**src/rtl/if_fetch.sv**
```systemverilog
// if_fetch: instruction fetch stage. Assembles 32-bit little-endian words
// from a byte-wide instruction read port, tracks the PC, presents
// {flag_o, pc_o, inst_o} to IF/ID and honours stalls and EX redirects.
// Optional feature macro: ICACHE_EN enables a direct-mapped word cache of
// ICACHE_LINES lines that bypasses the byte sequence on hits.
//
// state   | meaning
// --------+-----------------------------------------------
// IDLE    | waiting to start a fetch (memory may be busy)
// RD0-RD3 | byte k of the word requested; byte k-1 arrives
// WAIT    | last byte arrives from memory
// DONE    | instruction held on flag_o/pc_o/inst_o

module if_fetch #(
    parameter logic [31:0] RESET_PC     = 32'h0000_0000,
    parameter int          ICACHE_LINES = 64
) (
    input  logic        clk,
    input  logic        rst,
    input  logic        stall_i,
    input  logic        jump_i,
    input  logic [31:0] jump_addr_i,
    input  logic        mem_busy_i,
    output logic        mem_req_o,
    output logic [31:0] mem_addr_o,
    input  logic [7:0]  mem_rdata_i,
    output logic        flag_o,
    output logic [31:0] pc_o,
    output logic [31:0] inst_o
);

    typedef enum logic [2:0] {
        ST_IDLE,
        ST_RD0,
        ST_RD1,
        ST_RD2,
        ST_RD3,
        ST_WAIT,
        ST_DONE
    } state_t;

    state_t      state;
    logic [31:0] pc;
    logic [23:0] byte_buf;
    logic [31:0] pc_next4;
    logic        cache_hit;
    logic [31:0] cache_word;

    assign pc_next4 = pc + 32'd4;

    // Cache indexing needs at least one index bit and a power-of-two size.
    if (ICACHE_LINES < 2 || (ICACHE_LINES & (ICACHE_LINES - 1)) != 0) begin : g_bad_lines
        $error("ICACHE_LINES must be a power of two of at least 2");
    end

`ifdef ICACHE_EN
    localparam int IDX_W = $clog2(ICACHE_LINES);
    localparam int TAG_W = 30 - IDX_W;

    logic [31:0]             cache_data [ICACHE_LINES];
    logic [TAG_W-1:0]        cache_tag  [ICACHE_LINES];
    logic [ICACHE_LINES-1:0] cache_valid;
    logic [31:0]             lookup_addr;
    logic [IDX_W-1:0]        lookup_idx;
    logic [TAG_W-1:0]        lookup_tag;
    logic [IDX_W-1:0]        fill_idx;
    logic [TAG_W-1:0]        fill_tag;
    logic                    fill_en;

    // In DONE the lookup is for the instruction after the one being consumed.
    always_comb begin
        lookup_addr = (state == ST_DONE) ? pc_next4 : pc;
        lookup_idx  = lookup_addr[IDX_W+1:2];
        lookup_tag  = lookup_addr[31:IDX_W+2];
        cache_hit   = cache_valid[lookup_idx] && (cache_tag[lookup_idx] == lookup_tag);
        cache_word  = cache_data[lookup_idx];
    end

    assign fill_idx = pc[IDX_W+1:2];
    assign fill_tag = pc[31:IDX_W+2];
    // The word is complete in WAIT even if a jump arrives, so the fill is not gated.
    assign fill_en  = (state == ST_WAIT);

    // Line data and tag written when the last byte returns.
    always_ff @(posedge clk) begin
        if (fill_en) begin
            cache_data[fill_idx] <= {mem_rdata_i, byte_buf};
            cache_tag[fill_idx]  <= fill_tag;
        end
    end

    // Valid bits: cleared only by reset, never by jumps.
    always_ff @(posedge clk or negedge rst) begin
        if (!rst) begin
            cache_valid <= '0;
        end else if (fill_en) begin
            cache_valid[fill_idx] <= 1'b1;
        end
    end
`else
    assign cache_hit  = 1'b0;
    assign cache_word = 32'h0;
`endif

    // Fetch sequencer with registered memory request and IF/ID outputs.
    always_ff @(posedge clk or negedge rst) begin
        if (!rst) begin
            state      <= ST_IDLE;
            pc         <= RESET_PC;
            byte_buf   <= '0;
            mem_req_o  <= 1'b0;
            mem_addr_o <= '0;
            flag_o     <= 1'b0;
            pc_o       <= '0;
            inst_o     <= '0;
        end else if (jump_i) begin
            state      <= ST_IDLE;
            pc         <= jump_addr_i;
            mem_req_o  <= 1'b0;
            mem_addr_o <= '0;
            flag_o     <= 1'b0;
        end else begin
            case (state)
                ST_IDLE: begin
                    if (cache_hit) begin
                        state  <= ST_DONE;
                        inst_o <= cache_word;
                        pc_o   <= pc;
                        flag_o <= 1'b1;
                    end else if (!mem_busy_i) begin
                        state      <= ST_RD0;
                        mem_req_o  <= 1'b1;
                        mem_addr_o <= pc;
                    end
                end
                ST_RD0: begin
                    state      <= ST_RD1;
                    mem_addr_o <= pc + 32'd1;
                end
                ST_RD1: begin
                    byte_buf[7:0] <= mem_rdata_i;
                    state         <= ST_RD2;
                    mem_addr_o    <= pc + 32'd2;
                end
                ST_RD2: begin
                    byte_buf[15:8] <= mem_rdata_i;
                    state          <= ST_RD3;
                    mem_addr_o     <= pc + 32'd3;
                end
                ST_RD3: begin
                    byte_buf[23:16] <= mem_rdata_i;
                    state           <= ST_WAIT;
                    mem_req_o       <= 1'b0;
                    mem_addr_o      <= '0;
                end
                ST_WAIT: begin
                    state  <= ST_DONE;
                    inst_o <= {mem_rdata_i, byte_buf};
                    pc_o   <= pc;
                    flag_o <= 1'b1;
                end
                ST_DONE: begin
                    if (!stall_i) begin
                        pc <= pc_next4;
                        if (cache_hit) begin
                            inst_o <= cache_word;
                            pc_o   <= pc_next4;
                        end else begin
                            flag_o <= 1'b0;
                            if (!mem_busy_i) begin
                                state      <= ST_RD0;
                                mem_req_o  <= 1'b1;
                                mem_addr_o <= pc_next4;
                            end else begin
                                state <= ST_IDLE;
                            end
                        end
                    end
                end
                default: begin
                    state      <= ST_IDLE;
                    mem_req_o  <= 1'b0;
                    mem_addr_o <= '0;
                    flag_o     <= 1'b0;
                end
            endcase
        end
    end

endmodule
```
**config.mk**
```make
export PLATFORM = sky130hd
export DESIGN_NAME = if_fetch
export DESIGN_NICKNAME = d
export VERILOG_FILES = /design/src/rtl/if_fetch.sv
export SDC_FILE = /design/constraint.sdc
export NUM_CORES = 1
export LEC_CHECK = 0
export CAP_MARGIN = 20
export CORE_ASPECT_RATIO = 1.1
export CORE_MARGIN = 2
export CORE_UTILIZATION = 60
export DETAILED_ROUTE_END_ITERATION = 10
export DONT_BUFFER_PORTS = 1
export PLACE_DENSITY = 0.72
export SLEW_MARGIN = 20
export SYNTH_ARGS = -nofsm -noshare
export SYNTH_HDL_FRONTEND = slang
export SYNTH_SLANG_ARGS = --single-unit
```
**constraint.sdc**
```tcl
create_clock -name clk -period 3.2 [get_ports clk]
set_clock_uncertainty 0.15 [all_clocks]
set_input_delay 0.64 -clock clk [delete_from_list [all_inputs] [get_ports clk]]
set_output_delay 0.64 -clock clk [all_outputs]
set_load 0.02 [all_outputs]
```
==> results_dict.tcl, run 1 <==
set metrics [dict create \
    maxCapViolCount 0 \
    whs_ns -0.249 \
    die-height_um 127 \
    synth_edf_count 0 \
    worstPathArrival_ns 3.15 \
    detail_route.wl_per_cell_um 24.9 \
    dieArea_um2 14700 \
    r2r-start "pc[11]" \
    syn_inst 823 \
    wirelength_um 25100 \
    final_cells 1009 \
    cts.htree.levels 4 \
    initial_core_util 0.621 \
    finalCritPeriodShare 0.937 \
    report.final.slew_viol_count 0 \
    hold_viol 157 \
    vias 6781 \
    gr-usage-all-layers 0.351 \
    synth_area_per_cell_um2 10.0 \
    vdd_drop_max_v 0.000466 \
    port_buffers 0 \
    ff_latch_area_um2 3930 \
    antenna-diode-count 0 \
    p_total_w 0.00553 \
    dieWidth_um 116 \
    drtPass1Iterations 5 \
    relSlewSlack 0.359 \
    min_period_ns 3.00 \
    violations "hold timing" \
    cp_max_fo 13 \
    clkLatencyLatePin_ns 0.43 \
    clk_path_buf_depth 2 \
    syn_nets 872 \
    hold_class "in2async" \
    p_per_area_nw_per_um2 606 \
    endpoint_kind "flip-flop" \
    worstPathRequired_ns 3.35 \
    ctsResizeCount 0 \
    status "finished, violations left" \
    fmax_mhz 334 \
    ioPinCount 143 \
    layout_commonest_cell "dfrtp_1" \
    antenna_found_initial 0 \
    multiInputGateArea_um2 4040 \
    viasPerCell 6.72 \
    synthArstFlopShare 1.00 \
    numClockSinks 157 \
    layout_common_cells "157 x dfrtp_1, 96 x nand2_1, 90 x mux2_2, 64 x o21ai_0, 50 x nor2_1" \
    rr_endpoint "mem_addr_o[31]" \
    place_inst 977 \
    cts_setup_buffers 0 \
    drc_errors 0 \
    ant_nets 0 \
    synth-main-ff-cell "dfrtp_1" \
    rsz0062_at_grt "no" \
    design.core.area_um2 13300 \
    syn2layout_area_growth_pct 10.4 \
    drive_gt1_frac 0.205 \
    tns_ns 0 \
    dp_hpwl_um 17900 \
    post-place-ws_ns 0.303 \
    overflow 0 \
    cts-root-buf "clkbuf_16" \
    start_kind "flip-flop" \
    worst_pin_slew_ns 0.955 \
    syn-cell-area_um2 8270 \
    crit_type "reg2reg" \
    reg2reg_slack_ns 0.20 \
    cts-buffers-inserted 17 \
    seq_area_frac_synth 0.475 \
    grt_max_degree 158 \
    setup_viol 0 \
    ys_types 72 \
    grt_pass1_vias 6796 \
    final_nets 861 \
    leakagePower_nw 3.82 \
    grt_pass1_wl_um 39100 \
    gp_congestion 1.01 \
    setup_slack_ns 0.203 \
    yosysWarnings 0 \
    core.rowCount 44 \
    fillers 1016 \
    path_clk_slew_ns 0.07 \
    reg2reg_depth 6 \
    drt_iter0_markers 782 \
    cts_tree "built" \
    synth_seq_cells 157 \
]
## flip-flops by register name, indices dropped and copies added, names as in the netlist
| signal | cells |
|---|---|
| byte_buf | 24 |
| flag_o | 1 |
| inst_o | 32 |
| mem_addr_o | 32 |
| mem_req_o | 1 |
| pc | 32 |
| pc_o | 32 |
| state | 3 |
## logic make-up (layout without fill, tap and decap cells)
family,count (synthesis),in the layout,share of synthesized area
AOI/OAI and AO/OA,185,185,0.147
muxes,93,93,0.126
and+or+nand+nor,261,261,0.155
xor gates and xnor gates,48,48,0.0508
buffers and inverters,75,77,0.0381
adders and majority gates,4,4,0.00696
DFF,157,157,0.475
## critical path: stages, from the launching register on
cell      delay [ns]
dfrtp_1         0.72
nand4_1         0.33
or4_1           0.62
or4_4           0.60
a21o_1          0.18
a21oi_2         0.15
o221ai_2        0.10
## worst max-delay path by stage
stage                   from             end  cells past startpoint
global route          pc[11]  mem_addr_o[31]                      6
global placement      pc[11]  mem_addr_o[31]                      6
CTS                   pc[11]  mem_addr_o[31]                      6
floorplan           state[2]  mem_addr_o[24]                     10
finish                pc[11]  mem_addr_o[31]                      6
detailed placement    pc[11]  mem_addr_o[31]                      6
## cell usage after synthesis, types with 4 or more instances
| cell type | instances | area share |
|---|---|---|
| mux2_2 | 90 | 0.12 |
| o21ai_0 | 64 | 0.039 |
| and2_1 | 5 | 0.0038 |
| a311oi_1 | 4 | 0.0042 |
| inv_1 | 10 | 0.0045 |
| nand4_1 | 13 | 0.0098 |
| and3_1 | 7 | 0.0053 |
| a21o_1 | 5 | 0.0045 |
| a31oi_1 | 7 | 0.0053 |
| nor3_1 | 30 | 0.018 |
| o31ai_1 | 4 | 0.0036 |
| a221o_1 | 5 | 0.0061 |
| nor2_1 | 52 | 0.024 |
| or3_1 | 5 | 0.0038 |
| buf_2 | 9 | 0.0054 |
| xnor2_1 | 28 | 0.030 |
| a22o_1 | 4 | 0.0042 |
| nor4_1 | 8 | 0.0061 |
| clkbuf_1 | 47 | 0.021 |
| a21oi_1 | 30 | 0.018 |
| xor2_1 | 20 | 0.021 |
| nand2b_1 | 7 | 0.0053 |
| a211oi_1 | 5 | 0.0045 |
| dfrtp_1 | 157 | 0.48 |
| nand3_1 | 9 | 0.0054 |
| nand2_1 | 96 | 0.044 |
| and4_1 | 7 | 0.0074 |
| o22ai_1 | 6 | 0.0045 |
| a22oi_1 | 7 | 0.0064 |
| o221ai_1 | 6 | 0.0064 |
## power by group
group,switching [W],internal [W]
Combinational,0.000361,0.000355
Clock,0.000926,0.00112
Sequential,0.000481,0.00229
## layout make-up
class,count,area share
Inverter,12,0.00493
Sequential cell,157,0.430
Clock inverter,15,0.0191
Multi-Input combinational cell,591,0.442
Timing Repair Buffer,33,0.0313
Clock buffer,17,0.0466
Tap cell,184,0.0252
## per-stage QoR
step                      utilization  cell area, um2
final                           0.685            9130
after global routing            0.685            9130
after CTS                       0.685            9130
after detailed placement        0.640            8530
after global placement          0.640            8530
after floorplan                     -            8270
## routing by layer
metal	vias to the layer above	wire length (um)	track usage
met5	-	0	0
met4	0	631	0.127
li1	2966	-	-
met1	3367	10300	0.486
met2	397	11600	0.529
met3	51	2610	0.101
Note: power is estimated with default switching activity, not from simulation.
==> run 2, diff against run 1 <==
--- a/config.mk
+++ b/config.mk
@@ -11,6 +11,7 @@
 export CORE_UTILIZATION = 60
 export DETAILED_ROUTE_END_ITERATION = 10
 export DONT_BUFFER_PORTS = 1
+export GPL_TIMING_DRIVEN = 0
 export PLACE_DENSITY = 0.72
 export SLEW_MARGIN = 20
 export SYNTH_ARGS = -nofsm -noshare
==> run 2 against run 1 <==
The run still ends with hold timing left. Largest power group unchanged. Sequential share of layout area decreased by 0.61 points. Via count rose by 4.5%. Non-clock buffer count rose by 37. Core utilization up 0.98 points. Die area did not move. Clock power is 3% higher. Flip-flop and latch count unchanged. Global-route usage grew 3.6 points. Register-to-register slack lost 0.02 ns. Worst setup slack got worse by 0.024 ns.
==> results_dict.tcl, run 2 (synthesis gave the netlist of run 1 again) <==
set metrics [dict create \
    cts-root-buf "clkbuf_16" \
    antenna_found_initial 0 \
    worst_pin_slew_ns 1.12 \
    crit_type "reg2reg" \
    core.rowCount 44 \
    drtPass1Iterations 6 \
    gr-usage-all-layers 0.387 \
    layout_commonest_cell "dfrtp_1" \
    status "finished, violations left" \
    design.core.area_um2 13300 \
    vias 7087 \
    rr_endpoint "pc[24]" \
    finalCritPeriodShare 0.944 \
    place_inst 1009 \
    dieWidth_um 116 \
    ioPinCount 143 \
    die-height_um 127 \
    hold_class "in2async" \
    start_kind "flip-flop" \
    grt_pass1_wl_um 42200 \
    clkPwrFrac 0.370 \
    syn2layout_area_growth_pct 12.0 \
    grt_max_degree 158 \
    drc_errors 0 \
    min_period_ns 3.02 \
    port_buffers 0 \
    clkLatencyLatePin_ns 0.44 \
    layout_common_cells "157 x dfrtp_1, 96 x nand2_1, 90 x mux2_2, 63 x o21ai_0, 50 x nor2_1" \
    endpoint_kind "flip-flop" \
    cts_tree "built" \
    antenna-diode-count 0 \
    seqPwrFrac 0.481 \
    maxCapViolCount 0 \
    switchingPower_w 0.00193 \
    whs_ns -0.258 \
    p_per_area_nw_per_um2 612 \
    cts-buffers-inserted 17 \
    drive_gt1_frac 0.201 \
    power.share.switching 0.341 \
    gp_congestion 1.00 \
    detail_route.wl_per_cell_um 26.3 \
    relSlewSlack 0.252 \
    dp_hpwl_um 19600 \
    viasPerCell 6.78 \
    tns_ns 0 \
    final_nets 898 \
    reg2reg_depth 7 \
    dieArea_um2 14700 \
    numClockSinks 157 \
    fmax_mhz 331 \
    worstPathRequired_ns 3.40 \
    ant_nets 0 \
    clk_path_buf_depth 2 \
    final_cells 1046 \
    violations "hold timing" \
    reg2reg_slack_ns 0.18 \
    r2r-start "pc[10]" \
    overflow 0 \
    setup_viol 0 \
    wirelength_um 27500 \
    report.final.slew_viol_count 0 \
    drt_iter0_markers 777 \
    worstPathArrival_ns 3.22 \
    path_clk_slew_ns 0.08 \
    cp_max_fo 10 \
    leakagePower_nw 3.84 \
    rsz0062_at_grt "no" \
    cts.htree.levels 4 \
    pwr-share-comb 0.149 \
    vdd_drop_max_v 0.000475 \
    initial_core_util 0.621 \
    intPower_w 0.00373 \
    grt_pass1_vias 7201 \
    hold_viol 157 \
]
## run 2: cell types whose count changed in the layout (fill, tap and decap cells not counted), moves of 2 or more
cell        change
buf_6           +2
a21oi_1         -2
clkbuf_2        +2
buf_2           +9
clkinvlp_4      -2
buf_1           +3
nor3_1          -2
buf_12          -3
clkinv_8        +2
o21ai_2         +2
clkbuf_1       +43
buf_4          -20
nor3_2          +2
## run 2: what timing repair did
| item | CTS | global route |
|---|---|---|
| setup endpoints to repair | 86 | 18 |
| hold endpoints to repair | 157 | 157 |
| cloned | 0 | 0 |
| pin swaps | 0 | 3 |
| resized for setup | 12 | 11 |
| setup buffers | 0 | 6 |
## run 2: worst max-delay path by stage
stage	from	to	cells past startpoint
after floorplan	state[2]	mem_addr_o[24]	10
after global placement	state[2]	mem_addr_o[9]	10
after detailed placement	state[2]	mem_addr_o[9]	10
after CTS	state[2]	mem_addr_o[9]	10
after global routing	state[2]	mem_addr_o[23]	11
final	pc[10]	pc[24]	7
## run 2: power groups by stage
stage                     sequential, W  clock (W)  combinational [W]
after detailed placement        0.00275          0           0.000798
after CTS                       0.00272    0.00210           0.000818
final                           0.00272    0.00210           0.000846
after floorplan                 0.00267          0           0.000586
after global placement          0.00272          0           0.000763
after global routing            0.00276    0.00219           0.000903
## run 2: layout make-up
type,instances,area (um2)
inverter,12,46.3
sequential,157,3930
multi-input combinational,591,4110
clock buffer,17,425
timing repair buffer,8,60.1
buffer,62,273
tap,184,230
fill,1024,4070
clock inverter,15,184
## run 2: worst max-delay path: stages (launching register included)
cell and delay (ns):
dfrtp_1 0.41, clkbuf_1 0.51, nand2_1 0.33, nor3_1 0.71
and2_1 0.38, nand2_1 0.11, xor2_1 0.16, o21ai_0 0.17
## run 2: routing by layer
| metal | vias up | part of all wire | GRT usage |
|---|---|---|---|
| met3 | 100 | 0.11 | 0.100 |
| met1 | 3482 | 0.38 | 0.503 |
| li1 | 3034 | - | - |
| met2 | 471 | 0.47 | 0.601 |
| met5 | - | 0 | 0 |
| met4 | 0 | 0.045 | 0.192 |
## run 2: per-stage QoR
step | area, um2 | utilization | power (W) | setup WS (ns)
5_1_grt | 9260 | 0.695 | 0.00585 | 0.0460
6_report | 9260 | 0.695 | 0.00566 | 0.179
3_5_place_dp | 8530 | 0.640 | 0.00354 | -0.795
3_3_place_gp | 8500 | 0.638 | 0.00349 | -0.762
4_1_cts | 9190 | 0.689 | 0.00564 | -0.000768
2_1_floorplan | 8270 | - | 0.00325 | 0.400
==> run 3, diff against run 2 <==
==> constraint.sdc (replaced) <==
create_clock -name clk -period 3.3 [get_ports clk]
set_clock_uncertainty 0.15 [all_clocks]
set_input_delay 0.66 -clock clk [delete_from_list [all_inputs] [get_ports clk]]
set_output_delay 0.66 -clock clk [all_outputs]
set_load 0.02 [all_outputs]
==> run 3 against run 2 <==
The run still ends with hold timing left. Sequential share of layout area is 0.20 points higher. Combinational power is 4.1% lower. First-iteration DRC count up 0.90%. Via count down 0.34%. Clock-buffer cell count unchanged. Fmax fell by 6.8%. Core utilization is 0.33 points lower. Flip-flop and latch count unchanged. Wire length grew 0.25%. Cell area is 0.47% lower. Worst setup slack worse by 0.12 ns. Largest power group unchanged.
==> results_dict.tcl, run 3 (synthesis gave the netlist of run 1 again) <==
set metrics [dict create \
    numClockSinks 157 \
    antenna_found_initial 0 \
    design.core.area_um2 13300 \
    core.rowCount 44 \
    violations "hold timing" \
    whs_ns -0.238 \
    initial_core_util 0.621 \
    place_inst 1009 \
    cts-root-buf "clkbuf_16" \
    worstPathArrival_ns 3.47 \
    detail_route.wl_per_cell_um 26.5 \
    crit_type "reg2reg" \
    drc_errors 0 \
    cp_cell_sequence "nand2b_1 > clkbuf_2 > nor2_1 > ha_1 > a21oi_4 > nor2_1 > a311oi_2 > a21oi_1 > a221oi_2 > a21o_1" \
    vdd_drop_max_v 0.000463 \
    switchingPower_w 0.00188 \
    clkPwrFrac 0.371 \
    gr-usage-all-layers 0.387 \
    pwr-share-comb 0.148 \
    path_common_cell "nor2_1" \
    dieWidth_um 116 \
    rsz0062_at_grt "yes" \
    grt_pass1_vias 7201 \
    min_period_ns 3.24 \
    die-height_um 127 \
    grt_pass1_wl_um 42200 \
    layout_common_cells "157 x dfrtp_1, 96 x nand2_1, 90 x mux2_2, 63 x o21ai_0, 51 x nor2_1" \
    final_cells 1042 \
    hold_viol 157 \
    drtPass1Iterations 6 \
    path_clk_slew_ns 0.08 \
    report.final.slew_viol_count 0 \
    drt_iter0_markers 784 \
    leakagePower_nw 3.81 \
    hold_class "in2async" \
    worstPathRequired_ns 3.53 \
    p_per_area_nw_per_um2 596 \
    fillers 1026 \
    ioPinCount 143 \
    maxCapViolCount 0 \
    dp_hpwl_um 19600 \
    multiInputGateArea_um2 4100 \
    port_buffers 0 \
    syn2layout_area_growth_pct 11.4 \
    relSlewSlack 0.242 \
    overflow 0 \
    final_nets 894 \
    crit_slowest_cell "dfrtp_1" \
    layout_commonest_cell "dfrtp_1" \
    ff_latch_area_um2 3930 \
    cts-buffers-inserted 17 \
    finalCritPeriodShare 0.982 \
    endpoint_kind "flip-flop" \
    slowest_delay_ns 0.47 \
    seqPwrFrac 0.481 \
    ant_nets 0 \
    cts.htree.levels 4 \
    wirelength_um 27600 \
    start_kind "flip-flop" \
    clkLatencyLatePin_ns 0.45 \
    cp_max_fo 10 \
    vias 7063 \
    intPower_w 0.00361 \
    dieArea_um2 14700 \
    worst_pin_slew_ns 1.13 \
    clk_path_buf_depth 2 \
    gp_congestion 1.00 \
    drive_gt1_frac 0.192 \
    power.share.switching 0.342 \
    setup_viol 0 \
    cts_tree "built" \
    status "finished, violations left" \
    fmax_mhz 309 \
    viasPerCell 6.78 \
    grt_max_degree 158 \
    antenna-diode-count 0 \
]
-- run 3: changes by cell type in the layout (fill, tap and decap cells not counted), sizes merged --
cell and change:
buf -4
-- run 3: area by class of cell --
class,count,share of cell area
inverter,12,0.00502
timing repair buffer,4,0.00326
tap,184,0.0250
sequential,157,0.426
clock inverter,15,0.0200
clock buffer,17,0.0462
multi-input combinational,591,0.445
buffer,62,0.0291
-- run 3: routing by layer --
metal	share of wire	GRT usage	wire length (um)	vias up
li1	-	-	-	3030
met1	0.39	0.503	10700	3485
met2	0.47	0.601	12900	451
met3	0.10	0.100	2770	97
met4	0.044	0.192	1220	0
met5	0	0	0	-
-- run 3: power by group through the flow --
stage / Clock [W] / Combinational, W / Sequential (W)
2_1_floorplan: 0 / 0.000568 / 0.00258
3_3_place_gp: 0 / 0.000739 / 0.00264
3_5_place_dp: 0 / 0.000773 / 0.00266
4_1_cts: 0.00204 / 0.000791 / 0.00264
5_1_grt: 0.00213 / 0.000866 / 0.00267
6_report: 0.00204 / 0.000811 / 0.00264
-- run 3: per-stage QoR --
step | cell area (um2) | power, W | setup slack (ns) | util | TNS (ns)
floorplan | 8270 | 0.00315 | 0.500 | - | 0
global placement | 8500 | 0.00338 | -0.662 | 0.638 | -7.56
detailed placement | 8530 | 0.00344 | -0.695 | 0.640 | -6.75
CTS | 9180 | 0.00547 | 0.000570 | 0.689 | 0
global route | 9210 | 0.00567 | -0.0565 | 0.692 | -0.0565
finish | 9210 | 0.00549 | 0.0593 | 0.692 | 0
-- run 3: worst max-delay path: cells and delay by family (launching register included) --
| family | cells | cell delay, ns |
|---|---|---|
| adders and majority gates | 1 | 0.30 |
| buffers and inverters | 1 | 0.28 |
| AOI/OAI and AO/OA | 5 | 1.35 |
| DFF | 1 | 0.47 |
| and+or+nand+nor | 3 | 0.63 |
-- run 3: timing repair --
item,4_1_cts,5_1_grt
gates resized for setup,10,5
pin swaps,0,1
buffers inserted,0,2
endpoints found under the setup margin,39,10
hold endpoints to repair,157,157
-- run 3: worst paths after layout --
| path | endpoint | slack, ns | start | depth (start not counted) |
|---|---|---|---|---|
| hold reg to reg | byte_buf[16] | 0.36 | byte_buf[16] | 1 |
| hold / removal | mem_addr_o[15] | -0.24 | rst | 0 |
| setup / recovery | mem_addr_o[9] | 0.06 | state[2] | 10 |
| min in group clk | state[0] | 0.19 | stall_i | 1 |
| max in group asynchronous | pc[0] | 2.87 | rst | 0 |
| setup reg to reg | mem_addr_o[9] | 0.06 | state[2] | 10 |
